$ cat src/rtl/input_cmd_gen_pkg.sv
// Shared constants for the command front-end: ASCII command bytes, button indices,
// debounce defaults and the UART byte decoder.
package input_cmd_gen_pkg;

    localparam int DB_TICKS_DEF = 1_000_000;
    localparam int DB_W_DEF     = 20;

    localparam int NUM_BTN = 5;
    localparam int BTN_L   = 0;
    localparam int BTN_R   = 1;
    localparam int BTN_U   = 2;
    localparam int BTN_D   = 3;
    localparam int BTN_C   = 4;

    localparam logic [7:0] CMD_L    = 8'h4C;
    localparam logic [7:0] CMD_L_LC = 8'h6C;
    localparam logic [7:0] CMD_R    = 8'h52;
    localparam logic [7:0] CMD_R_LC = 8'h72;
    localparam logic [7:0] CMD_U    = 8'h55;
    localparam logic [7:0] CMD_U_LC = 8'h75;
    localparam logic [7:0] CMD_D    = 8'h44;
    localparam logic [7:0] CMD_D_LC = 8'h64;
    localparam logic [7:0] CMD_C    = 8'h43;
    localparam logic [7:0] CMD_C_LC = 8'h63;
    localparam logic [7:0] CMD_S    = 8'h53;
    localparam logic [7:0] CMD_S_LC = 8'h73;
    localparam logic [7:0] CMD_M    = 8'h4D;
    localparam logic [7:0] CMD_M_LC = 8'h6D;
    localparam logic [7:0] CMD_F    = 8'h46;
    localparam logic [7:0] CMD_F_LC = 8'h66;

    typedef enum logic [3:0] {
        RX_NONE,
        RX_LEFT,
        RX_RIGHT,
        RX_UP,
        RX_DOWN,
        RX_CLEAR,
        RX_RUNSTOP,
        RX_MODE,
        RX_FUNC,
        RX_ERR
    } rx_cmd_e;

    function automatic rx_cmd_e decode_byte(input logic [7:0] b);
        case (b)
            CMD_L, CMD_L_LC: return RX_LEFT;
            CMD_R, CMD_R_LC: return RX_RIGHT;
            CMD_U, CMD_U_LC: return RX_UP;
            CMD_D, CMD_D_LC: return RX_DOWN;
            CMD_C, CMD_C_LC: return RX_CLEAR;
            CMD_S, CMD_S_LC: return RX_RUNSTOP;
            CMD_M, CMD_M_LC: return RX_MODE;
            CMD_F, CMD_F_LC: return RX_FUNC;
            default:         return RX_ERR;
        endcase
    endfunction

endpackage

$ cat src/rtl/input_cmd_gen_if.sv
// Command bus from the input front-end to the stopwatch/watch core.
interface input_cmd_gen_if;
    logic left_pulse;
    logic right_pulse;
    logic up_pulse;
    logic down_pulse;
    logic clear_pulse;
    logic runstop;
    logic mode;
    logic function_mode;
    logic rx_err;

    modport master (
        output left_pulse, right_pulse, up_pulse, down_pulse, clear_pulse,
        output runstop, mode, function_mode, rx_err
    );

    modport slave (
        input left_pulse, right_pulse, up_pulse, down_pulse, clear_pulse,
        input runstop, mode, function_mode, rx_err
    );
endinterface

$ cat src/rtl/btn_debounce.sv
// One push button: 2-FF synchroniser, stability counter, and a registered marker
// that is high for the cycle in which the debounced level has just risen.
module btn_debounce #(
    parameter int DB_TICKS = 1_000_000,
    parameter int DB_W     = 20
) (
    input  logic clk,
    input  logic rst,
    input  logic btn,
    output logic rise
);
    localparam logic [DB_W-1:0] TC = DB_W'(DB_TICKS - 1);

    logic            sync_1, sync_2, level;
    logic [DB_W-1:0] cnt;

    always_ff @(posedge clk) begin
        if (!rst) begin
            sync_1 <= 1'b0;
            sync_2 <= 1'b0;
            level  <= 1'b0;
            cnt    <= '0;
            rise   <= 1'b0;
        end else begin
            sync_1 <= btn;
            sync_2 <= sync_1;
            rise   <= 1'b0;
            if (sync_2 == level) begin
                cnt <= '0;
            end else if (cnt == TC) begin
                // Stable long enough: accept; only a 0->1 change marks an edge.
                level <= sync_2;
                cnt   <= '0;
                rise  <= sync_2;
            end else begin
                cnt <= cnt + 1'b1;
            end
        end
    end
endmodule

$ cat src/rtl/input_cmd_gen.sv
// Command front-end: merges debounced buttons and UART command bytes into one-cycle
// pulses plus runstop, display-mode and function-mode levels for the core.
module input_cmd_gen
    import input_cmd_gen_pkg::*;
#(
    parameter int DB_TICKS = DB_TICKS_DEF,
    parameter int DB_W     = DB_W_DEF
) (
    input  logic            clk,
    input  logic            rst,
    input  logic [4:0]      i_btn,
    input  logic            i_sw_mode,
    input  logic            i_sw_func,
    input  logic [7:0]      i_rx_data,
    input  logic            i_rx_done,
    input_cmd_gen_if.master cmd
);
    logic [NUM_BTN-1:0] btn_rise;
    logic [NUM_BTN-1:0] fire;
    logic               rx_done_q;
    logic               mode_tgl;
    logic               func_tgl;
    logic               rs_toggle;
    rx_cmd_e            rx_cmd;

    for (genvar i = 0; i < NUM_BTN; i++) begin : g_btn
        btn_debounce #(
            .DB_TICKS (DB_TICKS),
            .DB_W     (DB_W)
        ) u_db (
            .clk  (clk),
            .rst  (rst),
            .btn  (i_btn[i]),
            .rise (btn_rise[i])
        );
    end

    always_comb begin
        // A strobe held high for several cycles is still a single command.
        rx_cmd = (i_rx_done && !rx_done_q) ? decode_byte(i_rx_data) : RX_NONE;
        fire         = '0;
        fire[BTN_L]  = btn_rise[BTN_L] | (rx_cmd == RX_LEFT);
        fire[BTN_R]  = btn_rise[BTN_R] | (rx_cmd == RX_RIGHT);
        fire[BTN_U]  = btn_rise[BTN_U] | (rx_cmd == RX_UP);
        fire[BTN_D]  = btn_rise[BTN_D] | (rx_cmd == RX_DOWN);
        fire[BTN_C]  = btn_rise[BTN_C] | (rx_cmd == RX_CLEAR);
        // R doubles as start/stop only in stopwatch mode; both sources collapse to one toggle.
        rs_toggle    = (rx_cmd == RX_RUNSTOP) | (btn_rise[BTN_R] & ~cmd.function_mode);
    end

    always_ff @(posedge clk) begin
        if (!rst) begin
            rx_done_q       <= 1'b0;
            mode_tgl        <= 1'b0;
            func_tgl        <= 1'b0;
            cmd.left_pulse  <= 1'b0;
            cmd.right_pulse <= 1'b0;
            cmd.up_pulse    <= 1'b0;
            cmd.down_pulse  <= 1'b0;
            cmd.clear_pulse <= 1'b0;
            cmd.runstop     <= 1'b0;
            cmd.rx_err      <= 1'b0;
        end else begin
            rx_done_q       <= i_rx_done;
            mode_tgl        <= mode_tgl ^ (rx_cmd == RX_MODE);
            func_tgl        <= func_tgl ^ (rx_cmd == RX_FUNC);
            cmd.left_pulse  <= fire[BTN_L];
            cmd.right_pulse <= fire[BTN_R];
            cmd.up_pulse    <= fire[BTN_U];
            cmd.down_pulse  <= fire[BTN_D];
            cmd.clear_pulse <= fire[BTN_C];
            cmd.runstop     <= cmd.runstop ^ rs_toggle;
            cmd.rx_err      <= (rx_cmd == RX_ERR);
        end
    end

    assign cmd.mode          = i_sw_mode ^ mode_tgl;
    assign cmd.function_mode = i_sw_func ^ func_tgl;
endmodule

$ cat src/flat_wrapper.sv
// flat-port wrapper written by rule: the top's interface ports become plain ports
module input_cmd_gen_flat import input_cmd_gen_pkg::*;
#(
    parameter int DB_TICKS = DB_TICKS_DEF,
    parameter int DB_W     = DB_W_DEF
)
  (clk, rst, i_btn, i_sw_mode, i_sw_func, i_rx_data, i_rx_done, cmd_left_pulse, cmd_right_pulse, cmd_up_pulse, cmd_down_pulse, cmd_clear_pulse, cmd_runstop, cmd_mode, cmd_function_mode, cmd_rx_err);
  input_cmd_gen_if cmd_i ();
  input  logic clk;
  input  logic rst;
  input  logic [4:0] i_btn;
  input  logic i_sw_mode;
  input  logic i_sw_func;
  input  logic [7:0] i_rx_data;
  input  logic i_rx_done;
  output wire logic [$bits(cmd_i.left_pulse)-1:0] cmd_left_pulse;
  output wire logic [$bits(cmd_i.right_pulse)-1:0] cmd_right_pulse;
  output wire logic [$bits(cmd_i.up_pulse)-1:0] cmd_up_pulse;
  output wire logic [$bits(cmd_i.down_pulse)-1:0] cmd_down_pulse;
  output wire logic [$bits(cmd_i.clear_pulse)-1:0] cmd_clear_pulse;
  output wire logic [$bits(cmd_i.runstop)-1:0] cmd_runstop;
  output wire logic [$bits(cmd_i.mode)-1:0] cmd_mode;
  output wire logic [$bits(cmd_i.function_mode)-1:0] cmd_function_mode;
  output wire logic [$bits(cmd_i.rx_err)-1:0] cmd_rx_err;
  assign cmd_left_pulse = cmd_i.left_pulse;
  assign cmd_right_pulse = cmd_i.right_pulse;
  assign cmd_up_pulse = cmd_i.up_pulse;
  assign cmd_down_pulse = cmd_i.down_pulse;
  assign cmd_clear_pulse = cmd_i.clear_pulse;
  assign cmd_runstop = cmd_i.runstop;
  assign cmd_mode = cmd_i.mode;
  assign cmd_function_mode = cmd_i.function_mode;
  assign cmd_rx_err = cmd_i.rx_err;
  input_cmd_gen #(.DB_TICKS(DB_TICKS), .DB_W(DB_W)) u_core (.clk(clk), .rst(rst), .i_btn(i_btn), .i_sw_mode(i_sw_mode), .i_sw_func(i_sw_func), .i_rx_data(i_rx_data), .i_rx_done(i_rx_done), .cmd(cmd_i));
endmodule
$ cat config.mk
export PLATFORM = sky130hd
export DESIGN_NAME = input_cmd_gen_flat
export DESIGN_NICKNAME = d
export VERILOG_FILES = /design/src/rtl/input_cmd_gen_pkg.sv /design/src/rtl/input_cmd_gen_if.sv /design/src/rtl/btn_debounce.sv /design/src/rtl/input_cmd_gen.sv /design/src/flat_wrapper.sv
export SDC_FILE = /design/constraint.sdc
export NUM_CORES = 1
export LEC_CHECK = 0
export ABC_AREA = 1
export CAP_MARGIN = 15
export CORE_MARGIN = 5
export CORE_UTILIZATION = 35
export DETAILED_ROUTE_END_ITERATION = 16
export PLACE_DENSITY = 0.54
export SLEW_MARGIN = 20
export SYNTH_ARGS = -nofsm -noshare
export SYNTH_HDL_FRONTEND = slang
export SYNTH_SLANG_ARGS = --single-unit
$ cat constraint.sdc
create_clock -name clk -period 2 [get_ports clk]
set_input_delay 0.3 -clock clk [delete_from_list [all_inputs] [get_ports clk]]
set_output_delay 0.3 -clock clk [all_outputs]
set_load 0.01 [all_outputs]
==> flow_metrics.py, run 1 <==
metrics = {
    "cts": {
        "clk_pin_slew_ns": 0.05,
        "root_buffer": "clkbuf_16",
        "clockBufferDepth": 2,
        "numCtsBuffers": 17,
        "worstSkewPairLatency_ns": 0.41,
        "tritoncts": "yes",
        "cts.sinks": 130,
        "cts_max_level": 4,
    },
    "timing": {
        "fmax_ghz": 0.566,
        "post-route-period-util_pct": 88.3,
        "setup_viol": 0,
        "max_slew_margin_pct": 71.1,
        "slew_viol_final": 0,
        "rsz0062_at_grt": "yes",
        "min_period_ns": 1.77,
        "final_hold_viol_count": 0,
        "finClkSkew_ns": 0.00594,
        "tightestPinTransition_ns": 0.429,
    },
    "detailed_routing": {
        "wire_per_inst_um": 10.2,
        "num_vias": 4903,
        "wl_mm": 11.3,
        "viasPerCell": 4.43,
        "route.detailed.drc": 0,
        "first_iter_violations": 103,
        "first_pass_iters": 4,
        "postRouteAntennaNets": 0,
    },
    "layout": {
        "fill_cells": 1768,
        "layout-drive-gt1-share_pct": 13.8,
        "diodes": 0,
        "area.growth.synth_to_final_pct": 21.8,
        "stdcell_area_um2": 7390,
        "multi_input_area_um2": 2920,
        "final_util_pct": 43.0,
        "nNetsFinal": 893,
        "seqCellArea_um2": 2600,
    },
    "synth": {
        "yosysTopAreaCell": "dfxtp_1",
        "yosysTopAreaCellShare_pct": 42.9,
        "synth_area_leaders": "dfxtp_1 43%, nand2_1 9.0%, inv_1 7.6%",
        "async_flop_share_pct": 0,
        "syn_area_um2": 6070,
        "synthCells": 817,
        "ys_seq_area_share_pct": 42.9,
        "synthFlopType": "dfxtp_1",
        "syn-mean-instance-area_um2": 7.43,
        "syn_nets": 840,
        "yosys_register_bits": 130,
        "synth_edf_count": 0,
        "ys_types": 42,
        "synth_warnings": 0,
    },
    "floorplanning": {
        "initial_utilization_pct": 35.3,
        "fp.dieArea_um2": 20100,
        "io_pins": 27,
        "die_h_um": 142,
        "core-area_um2": 17200,
        "chipWidth_um": 142,
        "rows": 48,
    },
    "setup_path": {
        "cp.required_ns": 2.28,
        "cp-start-kind": "flop",
        "crit_chain": "ha_1, nand3_1, nor2_2, nand2_2, nor2_2, nand4_2, nand3_4, buf_12, nor3_1",
        "rr_startpoint": "u_core.g_btn[3].u_db.cnt[0]$_SDFF_PP0_",
        "crit_top_cell": "nor2_2",
        "crit_start": "u_core.g_btn[3].u_db.cnt[0]$_SDFF_PP0_",
        "cp_top_family": "simple AND/OR/NAND/NOR gates",
        "worstSetupPathType": "flop to flop",
        "end_kind": "flop",
        "critPathMaxStageDelay_ns": 0.37,
        "crit_buf_inv": 1,
        "cp.arrival_ns": 2.05,
        "rr_worst_depth": 9,
        "worst_path_max_delay_cell": "dfxtp_1",
        "reg2reg_slack_ns": 0.23,
        "path_max_fanout": 10,
        "worstReg2RegEnd": "u_core.g_btn[3].u_db.cnt[5]$_SDFF_PP0_",
    },
    "global_routing": {
        "grt_usage_pct": 12.3,
        "grt_pass1_vias": 4703,
        "grt_max_degree": 21,
        "grt_antenna_before_repair": 0,
        "grt_remaining_overflow": 0,
        "grt_pass1_wl_mm": 20.5,
    },
    "run_status": {
        "status": "finished clean",
    },
    "worst_hold_path": {
        "hold_path_class": "flop to flop",
        "min_path_cells": 2,
        "hp-start": "u_core.g_btn[0].u_db.sync_1$_SDFF_PN0_",
        "min_to": "u_core.g_btn[0].u_db.sync_2$_SDFF_PN0_",
    },
    "placed_design": {
        "gp_congestion": 0.771,
        "port_buffers": 25,
        "placed_cell_area_um2": 6720,
        "hpwlAfterDp_mm": 8.48,
    },
    "pwr": {
        "p_leak_nw": 2.77,
        "power.density_nw_per_um2": 839,
        "power_mw": 6.20,
        "vdd_drop_max_mv": 0.532,
    },
    "run": {
        "drv_cap": 0,
    },
}
## power breakdown
part           switching, mW  internal [mW]
registers             0.0102           2.61
clock network           1.14           2.28
logic                 0.0873         0.0777
total                   1.24           4.96
## per-layer routing
metal	wire, µm	track usage [%]	up-vias
met5	0	0	-
met3	337	3.27	14
met1	5810	15.6	2134
met2	5020	20.0	33
li1	-	-	2722
met4	159	4.85	0
## what timing repair did
item                                    CTS  global route
buffers inserted                          0             1
endpoints found under the setup margin    1             4
resized for setup                         1             2
pin swaps                                 0             1
hold buffers                              0             0
endpoints found under the hold margin     0             0
## tightest hold or removal path: stages, from the launching register on
cell and delay [ns]:
dfxtp_1 0.30, nand2_1 0.05, inv_1 0.04
## layout by cell type, fill, tap and decap left out, types with 4 or more instances in the layout
master / Yosys / final
or2_2: 4 / 4
bufinv_16: 0 / 5
nand2_1: 146 / 146
nor3_2: 4 / 4
nand2_2: 11 / 10
nand3_2: 6 / 5
o21ai_0: 13 / 13
xnor2_1: 5 / 5
xor2_1: 23 / 23
inv_2: 8 / 8
nor2_1: 102 / 102
nor4_1: 15 / 15
inv_1: 123 / 123
nor2_2: 20 / 20
clkbuf_16: 0 / 17
nor3b_2: 7 / 7
nor2_4: 4 / 4
dfxtp_1: 130 / 130
buf_4: 3 / 17
nand4_1: 18 / 18
ha_1: 5 / 5
nor3b_1: 14 / 14
or2_0: 5 / 5
nor3_1: 25 / 25
a31oi_1: 4 / 4
a21oi_1: 47 / 47
nand3_1: 44 / 44
clkdlybuf4s50_1: 0 / 24
## registers in the layout, summed over array words and instances (netlist names)
signal and flops:
u_core.func_tgl 1, u_core.mode_tgl 1, u_core.g_btn.u_db.rise 5, u_core.g_btn.u_db.sync_2 5
u_core.g_btn.u_db.sync_1 5, u_core.cmd.down_pulse 1, u_core.cmd.rx_err 1, u_core.cmd.clear_pulse 1
u_core.cmd.left_pulse 1, u_core.rx_done_q 1, u_core.g_btn.u_db.level 5, u_core.cmd.up_pulse 1
u_core.g_btn.u_db.cnt 100, u_core.cmd.right_pulse 1, u_core.cmd.runstop 1
## layout make-up
| type | count | share of cell area, % |
|---|---|---|
| multi-input cells | 545 | 39.5 |
| well taps | 225 | 3.81 |
| repair buffers | 45 | 5.91 |
| flip-flops and latches | 130 | 35.2 |
| inverters | 131 | 6.65 |
| clock inverters | 13 | 2.79 |
| clock buffers | 19 | 6.13 |
## kinds of logic (layout without fill, tap and decap cells)
group / Yosys count / count (layout) / synth area share, %
and+or+nand+nor: 434 / 434 / 35.9
adders and majority gates: 5 / 5 / 1.03
xor gates and xnor gates: 28 / 28 / 4.04
AOI/OAI and AO/OA: 78 / 78 / 6.99
buffers and inverters: 142 / 208 / 9.18
DFF: 130 / 130 / 42.9
## metrics by stage
step                      std cells  setup TNS, ns  hold slack, ns  setup slack [ns]
after global routing           1108        -0.0108           0.419           -0.0108
after floorplan                 817              0           0.390             0.429
after CTS                      1107              0           0.407             0.128
after global placement         1075              0           0.398            0.0169
after detailed placement       1075              0           0.405           0.00417
final                          1108              0           0.416             0.234
## synth_stat cells (2+ instances only)
| cell | instances |
|---|---|
| inv_2 | 8 |
| o21a_1 | 2 |
| nor3_1 | 25 |
| nor3b_1 | 14 |
| nand2_1 | 146 |
| nand3_2 | 6 |
| nor3_2 | 4 |
| nor4_1 | 15 |
| nor2_1 | 102 |
| dfxtp_1 | 130 |
| o21bai_1 | 3 |
| ha_1 | 5 |
| nand2_2 | 11 |
| xor2_1 | 23 |
| buf_2 | 4 |
| buf_4 | 3 |
| nor3b_2 | 7 |
| xnor2_1 | 5 |
| nand4_2 | 2 |
| buf_1 | 2 |
| inv_1 | 123 |
| nor3_4 | 2 |
| o21ai_0 | 13 |
| o21ai_1 | 3 |
| a31oi_1 | 4 |
| or2_2 | 4 |
| nor2_4 | 4 |
| nand3_1 | 44 |
| nor2_2 | 20 |
| nand3b_1 | 2 |
| nand4_1 | 18 |
| a21oi_1 | 47 |
| or2_0 | 5 |
| o211ai_1 | 2 |
| o31ai_1 | 2 |
## worst max-delay path by stage
stage                                              end  slack [ns]  depth (start not counted)
2_1_floorplan  u_core.g_btn[3].u_db.cnt[11]$_SDFF_PP0_        0.43                         10
3_3_place_gp                u_core.mode_tgl$_SDFF_PN0_        0.02                         12
3_5_place_dp                u_core.mode_tgl$_SDFF_PN0_       0.004                         12
4_1_cts         u_core.g_btn[3].u_db.cnt[5]$_SDFF_PP0_        0.13                          9
5_1_grt        u_core.g_btn[0].u_db.cnt[16]$_SDFF_PP0_       -0.01                         12
6_report        u_core.g_btn[3].u_db.cnt[5]$_SDFF_PP0_        0.23                          9
Power figures use the tool's default switching activity.
==> inputs of run 2 (changes only) <==
Settings changed: CORE_ASPECT_RATIO from default to 1.2.
Clock period 2 ns to 2.11 ns, I/O delays scaled along.
==> run 2 against run 1 <==
Critical path type is now flop to output port. Register-to-register slack better by 0.04 ns. Sequential share of layout area is 0.82 points higher. Highest routed layer unchanged. Critical endpoint is now cmd_function_mode. Clock power is 15% lower. Hold slack worse by 0.0039 ns. Largest cell class unchanged. Cell count is 1.7% lower. First-iteration DRC count is 100% higher. Worst setup slack worse by 0.13 ns. Design area is 2.3% lower.
==> flow_metrics.py, run 2 (same netlist as run 1, synthesis figures left out) <==
metrics = {
    "cts": {
        "numCtsBuffers": 17,
        "cts_max_level": 4,
        "root_buffer": "clkbuf_16",
        "clockBufferDepth": 2,
        "cts.sinks": 130,
        "clk_pin_slew_ns": 0.05,
        "tritoncts": "yes",
        "holdBufCountCts": 0,
        "worstSkewPairLatency_ns": 0.42,
    },
    "run_status": {
        "status": "finished clean",
    },
    "timing": {
        "final_hold_viol_count": 0,
        "fin_hold_ws_ns": 0.412,
        "tns_ns": 0,
        "fmax_ghz": 0.500,
        "finClkSkew_ns": 0.0116,
        "max_slew_margin_pct": 68.7,
        "slew_viol_final": 0,
        "setup_viol": 0,
        "rsz0062_at_grt": "no",
        "tightestPinTransition_ns": 0.465,
        "post-route-period-util_pct": 94.8,
        "min_period_ns": 2.00,
    },
    "layout": {
        "layout-drive-gt1-share_pct": 12.8,
        "largest_reg_flops": 100,
        "nNetsFinal": 884,
        "largest-register": "u_core.g_btn.u_db.cnt",
        "fill_cells": 1713,
        "layout_commonest_cell": "nand2_1",
        "stdcell_area_um2": 7220,
        "layout_common_cells": "146 x nand2_1, 130 x dfxtp_1, 123 x inv_1",
        "diodes": 0,
        "area.growth.synth_to_final_pct": 19.1,
    },
    "pwr": {
        "p_clk_share_pct": 52.3,
        "switching_share_pct": 20.7,
        "p_leak_nw": 2.69,
        "vdd_drop_max_mv": 0.521,
        "p_seq_share_pct": 44.9,
        "internal_power_mw": 4.39,
        "pwr-share-comb_pct": 2.8,
        "power_mw": 5.53,
        "total_switching_power_mw": 1.14,
        "power.density_nw_per_um2": 766,
    },
    "setup_path": {
        "end_kind": "output port",
        "rr_startpoint": "u_core.g_btn[3].u_db.cnt[0]$_SDFF_PP0_",
        "worst_path_max_delay_cell": "clkdlybuf4s50_1",
        "crit_chain": "or2_2, nand2_1, clkdlybuf4s50_1",
        "worstSetupPathType": "flop to output port",
        "cp_top_family": "buffers and inverters",
        "path_max_fanout": 4,
        "reg2reg_slack_ns": 0.27,
        "cp.arrival_ns": 1.68,
        "worstReg2RegEnd": "u_core.g_btn[3].u_db.cnt[17]$_SDFF_PP0_",
        "critPathMaxStageDelay_ns": 0.53,
        "cp-start-kind": "flop",
        "rr_worst_depth": 9,
        "crit_buf_inv": 1,
        "cp.required_ns": 1.79,
    },
    "floorplanning": {
        "die_h_um": 154,
        "rows": 52,
        "initial_utilization_pct": 35.7,
        "io_pins": 27,
        "core-area_um2": 17000,
        "chipWidth_um": 130,
        "fp.dieArea_um2": 20100,
    },
    "worst_hold_path": {
        "min_to": "u_core.g_btn[1].u_db.sync_2$_SDFF_PN0_",
        "hp-start": "u_core.g_btn[1].u_db.sync_1$_SDFF_PN0_",
        "hold_path_class": "flop to flop",
        "min_path_cells": 2,
    },
    "placed_design": {
        "placed_cell_area_um2": 6630,
        "port_buffers": 25,
        "hpwlAfterDp_mm": 8.41,
        "gp_congestion": 0.787,
    },
    "detailed_routing": {
        "route.detailed.drc": 0,
        "postRouteAntennaNets": 0,
        "first_iter_violations": 211,
        "wire_per_inst_um": 10.5,
        "num_vias": 4936,
        "viasPerCell": 4.53,
        "first_pass_iters": 4,
        "wl_mm": 11.4,
    },
    "global_routing": {
        "grt_remaining_overflow": 0,
        "grt_antenna_before_repair": 0,
        "grt_pass1_vias": 4662,
        "grt_max_degree": 21,
        "grt_usage_pct": 12.1,
        "grt_pass1_wl_mm": 20.0,
    },
    "run": {
        "drv_cap": 0,
    },
}
## run 2: cell count changes in the layout (fill, tap and decap cells not counted), sizes merged
cell / previous run / this run
dlygate4sd2: 1 / 0
bufinv: 5 / 2
buf: 20 / 11
clkdlybuf4s50: 24 / 25
inv: 132 / 131
clkbuf: 19 / 21
clkinvlp: 2 / 3
## run 2: area by class of cell
| type | instances | area (µm²) | share of cell area (%) |
|---|---|---|---|
| multi-input cells | 545 | 2910 | 40.3 |
| flip-flops and latches | 130 | 2600 | 36.0 |
| inverters | 131 | 492 | 6.81 |
| clock buffers | 21 | 480 | 6.65 |
| repair buffers | 36 | 358 | 4.95 |
| well taps | 216 | 270 | 3.74 |
| clock inverters | 10 | 108 | 1.49 |
## run 2: worst min-delay path: stages, from the launching register on
cell     delay [ns]
dfxtp_1        0.30
nand2_1        0.05
inv_1          0.04
## run 2: layer usage
metal	up-vias	track usage, %	routed length, µm
met5	-	0	0
met4	0	4.80	189
met3	14	3.86	425
met2	52	19.3	5190
met1	2163	15.1	5640
li1	2707	-	-
## run 2: metrics by stage
stage	std cells	worst slack (ns)	utilization, %
5_1_grt	1089	0.0534	42.5
2_1_floorplan	817	0.539	-
6_report	1089	0.109	42.5
3_3_place_gp	1058	0.0832	39.1
3_5_place_dp	1058	0.0881	39.1
4_1_cts	1089	0.0796	42.5
## run 2: repair_timing
action / 4_1_cts / 5_1_grt
endpoints found under the setup margin: 0 / 1
buffers inserted: 0 / 0
resized for setup: 0 / 1
## run 2: power groups by stage
stage          logic [mW]  registers [mW]  clock network [mW]
3_5_place_dp        0.155            2.54                   0
2_1_floorplan      0.0797            2.53                   0
6_report            0.154            2.48                2.90
5_1_grt             0.172            2.48                3.10
3_3_place_gp        0.155            2.54                   0
4_1_cts             0.156            2.48                2.99
## run 2: how the worst max path moves through the flow
stage	cells past startpoint	endpoint	slack (ns)	start
detailed placement	12	u_core.cmd.runstop$_SDFF_PN0_	0.09	i_rx_data[6]
finish	3	cmd_function_mode	0.11	u_core.func_tgl$_SDFF_PN0_
global route	3	cmd_function_mode	0.05	u_core.func_tgl$_SDFF_PN0_
CTS	3	cmd_function_mode	0.08	u_core.func_tgl$_SDFF_PN0_
global placement	12	u_core.cmd.runstop$_SDFF_PN0_	0.08	i_rx_data[6]
floorplan	10	u_core.g_btn[3].u_db.cnt[11]$_SDFF_PP0_	0.54	u_core.g_btn[3].u_db.cnt[0]$_SDFF_PP0_
==> inputs of run 3 (changes only) <==
Settings changed: ABC_AREA 1 to default.
Clock period 2.11 ns to 2.2 ns, I/O delays scaled along.
==> run 3 against run 2 <==
Clock skew decreased by 0.0038 ns. Clock power grew 3%. Count of clock-buffer cells in the layout did not move. Hold slack better by 0.021 ns. Sequential cell count unchanged. Design area down 6.9%. Largest cell class unchanged.
==> flow_metrics.py, run 3 <==
metrics = {
    "synth": {
        "synth_area_leaders": "dfxtp_1 46%, xor2_1 11%, nor2_1 8.3%",
        "ys_types": 47,
        "ys_seq_area_share_pct": 46.5,
        "synth_warnings": 0,
        "async_flop_share_pct": 0,
        "syn_area_um2": 5600,
        "syn-mean-instance-area_um2": 9.00,
        "syn_nets": 645,
        "yosysTopAreaCell": "dfxtp_1",
        "yosysMostFrequentCell": "dfxtp_1",
        "synth_edf_count": 0,
        "yosys_register_bits": 130,
        "yosysTopAreaCellShare_pct": 46.5,
        "synthCells": 622,
        "synth_common_cells": "130 x dfxtp_1, 124 x nor2_1, 71 x xor2_1",
        "synthFlopType": "dfxtp_1",
    },
    "global_routing": {
        "grt_usage_pct": 11.7,
        "grt_pass1_wl_mm": 18.3,
        "grt_remaining_overflow": 0,
        "grt_max_degree": 30,
        "grt_pass1_vias": 4144,
        "grt_antenna_before_repair": 0,
    },
    "placed_design": {
        "hpwlAfterDp_mm": 7.26,
        "gp_congestion": 0.808,
        "port_buffers": 25,
    },
    "setup_path": {
        "end_kind": "flop",
        "cp.arrival_ns": 2.22,
        "cp-start-kind": "flop",
        "path_max_fanout": 20,
        "cp.required_ns": 2.49,
        "worstSetupPathType": "flop to flop",
    },
    "layout": {
        "layout_commonest_cell": "dfxtp_1",
        "layout_common_cells": "130 x dfxtp_1, 124 x nor2_1, 71 x xor2_1",
        "largest_reg_flops": 100,
        "layout-drive-gt1-share_pct": 8.67,
        "nNetsFinal": 681,
        "final_util_pct": 43.0,
        "largest-register": "u_core.g_btn.u_db.cnt",
        "area.growth.synth_to_final_pct": 20.1,
        "diodes": 0,
    },
    "detailed_routing": {
        "num_vias": 4148,
        "postRouteAntennaNets": 0,
        "wire_per_inst_um": 11.8,
        "wl_mm": 10.4,
        "first_iter_violations": 245,
        "first_pass_iters": 4,
        "route.detailed.drc": 0,
        "viasPerCell": 4.73,
    },
    "cts": {
        "worstSkewPairLatency_ns": 0.41,
        "post-cts-setup-buffers": 0,
        "clockBufferDepth": 2,
        "numCtsBuffers": 17,
        "cts.sinks": 130,
        "cts_max_level": 4,
        "clk_pin_slew_ns": 0.06,
        "cts_resized": 0,
        "holdBufCountCts": 0,
        "tritoncts": "yes",
        "root_buffer": "clkbuf_16",
    },
    "timing": {
        "final_hold_viol_count": 0,
        "fmax_ghz": 0.518,
        "setup_viol": 0,
        "slew_viol_final": 0,
        "min_period_ns": 1.93,
        "tightestPinTransition_ns": 0.530,
        "post-route-period-util_pct": 87.8,
        "finClkSkew_ns": 0.00787,
        "rsz0062_at_grt": "no",
        "tns_ns": 0,
        "fin_hold_ws_ns": 0.433,
        "max_slew_margin_pct": 64.4,
    },
    "floorplanning": {
        "initial_utilization_pct": 35.8,
        "core-area_um2": 15600,
        "fp.dieArea_um2": 18600,
        "rows": 50,
        "die_h_um": 149,
        "chipWidth_um": 125,
        "io_pins": 27,
    },
    "pwr": {
        "power.density_nw_per_um2": 817,
        "vdd_drop_max_mv": 0.548,
        "p_leak_nw": 2.27,
    },
    "worst_hold_path": {
        "hold_path_class": "flop to flop",
    },
    "run": {
        "drv_cap": 0,
    },
    "run_status": {
        "status": "finished clean",
    },
}
## run 3: changes by cell type in the layout (fill, tap and decap cells not counted), moves of 9 or more
cell / previous run / this run
a21oi_1: 47 / 1
and2_1: 0 / 13
and3_1: 1 / 12
and4_1: 0 / 9
inv_1: 123 / 11
nand2_1: 146 / 40
nand2_2: 10 / 0
nor2_1: 102 / 124
nor2_2: 20 / 0
nor3_1: 25 / 10
nor3b_1: 14 / 1
o21ai_0: 13 / 4
xnor2_1: 5 / 29
xor2_1: 23 / 71
## run 3: final cells by class
type	count	area, µm²
Fill cell	1530	8910
Inverter	11	41.3
Tap cell	208	260
Clock buffer	21	480
Sequential cell	130	2600
Multi-Input combinational cell	461	2850
Timing Repair Buffer	37	340
Clock inverter	9	154
## run 3: worst max-delay path: stages (launching register included)
cell and delay, ns:
dfxtp_1 0.37, ha_1 0.22, nand3_2 0.13, or3_4 0.37
nor3_2 0.26, nand3b_1 0.14, buf_4 0.24, nor2_1 0.08
## run 3: metal layers
metal  vias to the layer above  GRT usage (%)  routed length, µm
met5                         -              0                  0
met4                         0           4.93                158
met3                        12           3.92                366
met2                        52           19.7               5020
met1                      1921           13.7               4820
li1                       2163              -                  -
## run 3: final timing paths
kind | cells after the start | to | slack (ns) | from
worst max-delay path | 7 | u_core.g_btn[0].u_db.cnt[12]$_SDFF_PP0_ | 0.27 | u_core.g_btn[0].u_db.cnt[0]$_SDFF_PP0_
worst min-delay path | 1 | u_core.g_btn[0].u_db.sync_2$_SDFF_PN0_ | 0.43 | u_core.g_btn[0].u_db.sync_1$_SDFF_PN0_
worst max register to register | 7 | u_core.g_btn[0].u_db.cnt[12]$_SDFF_PP0_ | 0.27 | u_core.g_btn[0].u_db.cnt[0]$_SDFF_PP0_
worst min register to register | 1 | u_core.g_btn[0].u_db.sync_2$_SDFF_PN0_ | 0.43 | u_core.g_btn[0].u_db.sync_1$_SDFF_PN0_
## run 3: metrics by stage
stage                     power, mW  std cells  cell area, µm²  setup slack, ns
after detailed placement       2.57        847            6090           0.0515
final                          5.49        877            6730            0.268
after CTS                      5.57        877            6730            0.237
after global placement         2.56        847            6090           0.0637
after global routing           5.70        877            6730            0.108
after floorplan                2.50        622            5600            0.512
## run 3: logic make-up (layout without fill, tap and decap cells)
group	count (synthesis)	count (layout)	share of synthesized area, %
AND/OR/NAND/NOR	331	331	30.8
XOR/XNOR	100	100	15.6
multiplexers	5	5	0.894
flip-flops	130	130	46.5
AO/OA/AOI/OAI	20	20	2.39
buffers and inverters	31	78	2.66
adder cells (fa/ha/maj)	5	5	1.12
## run 3: where the power goes
group,switching [mW],internal (mW),leakage [nW],total (mW)
Sequential,0.00834,2.37,1.05,2.38
Combinational,0.0664,0.0697,0.915,0.136
Clock,0.977,2.00,0.307,2.98
Total,1.05,4.44,2.27,5.49
